**src/rtl/sccp_ff_pkg.sv**
```systemverilog
// Shared FF_TEST definitions: debounce FSM state encodings and the default qualification length.
package sccp_ff_pkg;

    typedef enum logic [1:0] {
        ST_IDLE_LO = 2'd0,
        ST_WAIT_HI = 2'd1,
        ST_IDLE_HI = 2'd2,
        ST_WAIT_LO = 2'd3
    } db_state_e;

    // 1 ms at 50 MHz
    localparam int unsigned STABLE_CYCLES_DEF = 50000;
    localparam int unsigned CNT_W_DEF         = 16;

endpackage

```
**src/rtl/sync2ff.sv**
```systemverilog
// Two-flop synchronizer with synchronous active-low reset, shared by the FF_TEST asynchronous inputs.
module sync2ff (
    input  logic CLK,
    input  logic RST,
    input  logic raw,
    output logic sync
);

    logic meta;

    always_ff @(posedge CLK) begin
        if (!RST) begin
            meta <= 1'b0;
            sync <= 1'b0;
        end else begin
            meta <= raw;
            sync <= meta;
        end
    end

endmodule

```
**src/rtl/sw_debounce.sv**
```systemverilog
// Switch debouncer: synchronized input qualified for STABLE_CYCLES cycles, giving a clean LEVEL and edge pulses.
// Optional FALL pulse output is built when SW_DEBOUNCE_FALL_EN is defined.
module sw_debounce
    import sccp_ff_pkg::*;
#(
    parameter int unsigned STABLE_CYCLES = STABLE_CYCLES_DEF,
    parameter int unsigned CNT_W         = CNT_W_DEF
) (
    input  logic CLK,
    input  logic RST,
    input  logic BTN_IN,
    output logic LEVEL,
    output logic RISE,
`ifdef SW_DEBOUNCE_FALL_EN
    output logic FALL,
`endif
    output logic BUSY
);

    localparam logic [CNT_W-1:0] CNT_LAST = CNT_W'(STABLE_CYCLES - 1);

    logic             sync2;
    db_state_e        state;
    logic [CNT_W-1:0] cnt;

    sync2ff u_sync (
        .CLK  (CLK),
        .RST  (RST),
        .raw  (BTN_IN),
        .sync (sync2)
    );

    // Qualification FSM; pulses default low so they last exactly one cycle
    always_ff @(posedge CLK) begin
        if (!RST) begin
            state <= ST_IDLE_LO;
            cnt   <= '0;
            LEVEL <= 1'b0;
            RISE  <= 1'b0;
            BUSY  <= 1'b0;
`ifdef SW_DEBOUNCE_FALL_EN
            FALL  <= 1'b0;
`endif
        end else begin
            RISE <= 1'b0;
`ifdef SW_DEBOUNCE_FALL_EN
            FALL <= 1'b0;
`endif
            case (state)
                ST_IDLE_LO: begin
                    if (sync2) begin
                        state <= ST_WAIT_HI;
                        cnt   <= '0;
                        BUSY  <= 1'b1;
                    end
                end
                ST_WAIT_HI: begin
                    if (!sync2) begin
                        state <= ST_IDLE_LO;
                        BUSY  <= 1'b0;
                    end else if (cnt == CNT_LAST) begin
                        state <= ST_IDLE_HI;
                        LEVEL <= 1'b1;
                        RISE  <= 1'b1;
                        BUSY  <= 1'b0;
                    end else begin
                        cnt <= cnt + CNT_W'(1);
                    end
                end
                ST_IDLE_HI: begin
                    if (!sync2) begin
                        state <= ST_WAIT_LO;
                        cnt   <= '0;
                        BUSY  <= 1'b1;
                    end
                end
                ST_WAIT_LO: begin
                    if (sync2) begin
                        state <= ST_IDLE_HI;
                        BUSY  <= 1'b0;
                    end else if (cnt == CNT_LAST) begin
                        state <= ST_IDLE_LO;
                        LEVEL <= 1'b0;
                        BUSY  <= 1'b0;
`ifdef SW_DEBOUNCE_FALL_EN
                        FALL  <= 1'b1;
`endif
                    end else begin
                        cnt <= cnt + CNT_W'(1);
                    end
                end
            endcase
        end
    end

endmodule

```
**config.mk**
```make
export PLATFORM = sky130hd
export DESIGN_NAME = sw_debounce
export DESIGN_NICKNAME = d
export VERILOG_FILES = /design/src/rtl/sccp_ff_pkg.sv /design/src/rtl/sync2ff.sv /design/src/rtl/sw_debounce.sv
export SDC_FILE = /design/constraint.sdc
export NUM_CORES = 1
export LEC_CHECK = 0
export BUFFER_PORTS_ARGS = -buffer_cell sky130_fd_sc_hd__buf_2
export CAP_MARGIN = 20
export CORE_ASPECT_RATIO = 1.75
export CORE_MARGIN = 5
export CORE_UTILIZATION = 42
export CTS_CLUSTER_SIZE = 12
export DETAILED_ROUTE_END_ITERATION = 8
export PLACE_DENSITY = 0.63
export SETUP_SLACK_MARGIN = 0.15
export SLEW_MARGIN = 20
export SYNTH_ARGS = -nofsm -noshare
export SYNTH_HDL_FRONTEND = slang
export SYNTH_SLANG_ARGS = --single-unit
export TNS_END_PERCENT = 30
```
**constraint.sdc**
```tcl
create_clock -name CLK -period 2.5 [get_ports CLK]
set_clock_uncertainty 0.15 [all_clocks]
set_input_delay 0.125 -clock CLK [delete_from_list [all_inputs] [get_ports CLK]]
set_output_delay 0.125 -clock CLK [all_outputs]
set_load 0.02 [all_outputs]
```
==> metrics.md <==
| Metric | Value |
|---|---|
| Yosys warning count | `0` |
| Global-route wire length before repair | `3840 um` |
| Data arrival, critical path | `2.14 ns` |
| Rows | `24` |
| RSZ-0062 raised after global routing | `false` |
| Final Cycle Share | `84.7%` |
| Placed Instances | `153` |
| Area post-placement | `1150 um^2` |
| Syn Area/Cell | `8.83 um^2` |
| Global route hottest layer | `met2` |
| Dominant register cell in the synthesized netlist | `dfxtp_1` |
| Area of the multi-input gates | `612 um^2` |
| Num CTS Buffers | `3` |
| DR vias | `974` |
| CP Launch Type | `register` |
| Final setup viols | `0` |
| Met3 usage | `2.08%` |
| CTS HTree Levels | `1` |
| Vias in the first global route | `881` |
| Boundary pin count | `6` |
| Slew HR | `58.7%` |
| PortBufs | `5` |
| # DRC | `0` |
| Filler instances | `245` |
| Post-synthesis register bit count | `23` |
| Final TNS setup | `0 ns` |
| Syn_nets | `130` |
| Starting DRC count in detailed routing | `49` |
| Initial core utilization | `44.1%` |
| Pwr Total | `0.633 mW` |
| Sequential fraction of the synthesis area | `41.4%` |
| Pins Over Slew Limit | `0` |
| Core area | `2520 um^2` |
| Worst-path maximum fanout | `13` |
| Met1 Resource Use GR | `13.3%` |
| Final hold vios | `0` |
| Area share of the largest cell type after synthesis | `41.4%` |
| Grt met2 use | `22.0%` |
| Cell count after synthesis | `126` |
| Distinct cell type count after synthesis | `35` |
| Root Buffer | `clkbuf_8` |
| Die X-Extent | `48.9 um` |
| Max Cap Viol | `0` |
| WS Path Type | `reg2reg` |
| Netlist Area Pre-Place | `1110 um^2` |
| Routed Antenna Nets | `0` |
| Number of synthesized flops with an enable pin | `0` |
| Dpl ws | `0.374 ns` |
| Static Leak | `0.411 nW` |
| TritonCTS clock tree | `done` |
| Largest cells by area after synthesis | `dfxtp_1, nand4_1, a21oi_1` |
| CP required | `2.52 ns` |
| Util after Layout | `47.9%` |
| Avg Vias per Cell | `6.16` |
| Grt total ovfl | `0` |
| Status | `completed` |
| GP Congestion | `0.784` |
| Worst-Margin Slew | `0.615 ns` |
| Die Ht | `78.1 um` |
| CP endpoint kind | `register` |
| WHS | `0.0482 ns` |
| Max VDD drop | `0.298 mV` |
| WL per Instance | `14.5 um` |
| HPWL Detailed | `1640 um` |
| Ant. Diodes | `0` |
| Proportion of layout cells with a drive suffix above 1 | `15.9%` |
| Total routed wirelength | `2300 um` |
| Post-synthesis cell type with the largest combined area | `dfxtp_1` |
| Post-Layout Cell Count | `158` |
| Cts repair resizes | `0` |
| Register area | `460 um^2` |
| DRT Pass-1 Iters | `5` |
| GRT Resource Usage Total | `12.4%` |
| Share of flip-flops with an asynchronous set or reset | `0%` |
| Die area | `3820 um^2` |
| Area grow syn2layout | `8.66%` |
| Pwr Density | `524 nW/um^2` |
| Clock Latency Late Sink | `0.27 ns` |
| Worst Hold Class | `in2reg` |
| Setup WS post-layout | `0.382 ns` |
| Final Critical Period | `2.12 ns` |
| FF-to-FF setup slack | `0.38 ns` |
| # nets final | `137` |
| Initial antenna violation count | `0` |
| Post-route cell area | `1210 um^2` |
| Largest net degree at the start of global routing | `15` |
| Clock buffer depth | `2` |
| Clock transition at path regs | `0.08 ns` |
| CTS sink count | `23` |
| FMAX | `0.472 GHz` |
[layer usage]
layer / part of all wire [%] / up-vias
li1: - / 473
met1: 40 / 456
met2: 52 / 32
met3: 4.4 / 13
met4: 3.4 / 0
met5: 0 / -
[cells in the mapped netlist, types with 2 or more instances]
cell,n
and3_1,3
nand2_1,9
nand3_1,7
and2_1,5
dfxtp_1,23
or3_1,3
and4_1,2
inv_1,2
xor2_1,5
nor2_1,7
a21oi_1,9
or4_1,3
o21ai_0,9
nand4b_1,2
clkbuf_1,3
o211ai_1,2
or3_2,5
o22ai_1,3
nand4_1,8
[layout make-up]
class | instances | share of cell area [%]
multi-input cells | 95 | 50.6
flip-flops and latches | 23 | 38.1
repair buffers | 8 | 4.14
clock buffers | 3 | 3.42
well taps | 26 | 2.69
inverters | 2 | 0.621
clock inverters | 1 | 0.414
[state kept, by name, indices dropped and copies added (netlist names), named ones only]
register     cells
BUSY             1
LEVEL            1
RISE             1
cnt             16
state            1
u_sync.meta      1
u_sync.sync      1
[worst paths after layout]
check,startpoint,to,cells past startpoint
worst max register to register,cnt[4]$_SDFFE_PN0P_,BUSY$_SDFFE_PN0P_,4
worst max-delay path,cnt[4]$_SDFFE_PN0P_,BUSY$_SDFFE_PN0P_,4
worst min-delay path,RST,RISE$_SDFF_PN0_,3
worst min register to register,u_sync.meta$_SDFF_PN0_,u_sync.sync$_SDFF_PN0_,1
[critical path, stage by stage, from the launching register on]
cell     delay [ns]
dfxtp_1        0.35
or4b_1         0.60
nor4_4         0.57
o22ai_1        0.16
and2_1         0.18
[cells in the final DEF, fill, tap and decap left out, drive strengths merged, types with 6 or more instances in the layout]
cell,instances
buf,7
o21ai,9
or3,8
a21oi,9
dfxtp,23
and2,6
nor2,7
nand4,8
nand2,9
nand3,7
xor2,6
[where the power goes]
| part | switching (mW) | internal (mW) | leakage, nW |
|---|---|---|---|
| Sequential | 0.00294 | 0.369 | 0.186 |
| Clock | 0.126 | 0.112 | 0.0255 |
| Combinational | 0.0147 | 0.00922 | 0.200 |
[kinds of logic after synthesis]
family                   Yosys count  synth area share (%)
AND/OR/NAND/NOR                   62                  35.0
buffers and inverters              8                  3.60
XOR/XNOR                           7                  6.19
flip-flops                        23                  41.4
adder cells (fa/ha/maj)            1                  1.12
multiplexers                       1                 0.900
AO/OA/AOI/OAI                     24                  11.8
[what timing repair did]
action                    4_1_cts  5_1_grt
hold endpoints to repair        1        0
buffers inserted                0        0
hold buffers                    1        0
Power figures use the tool's default switching activity.
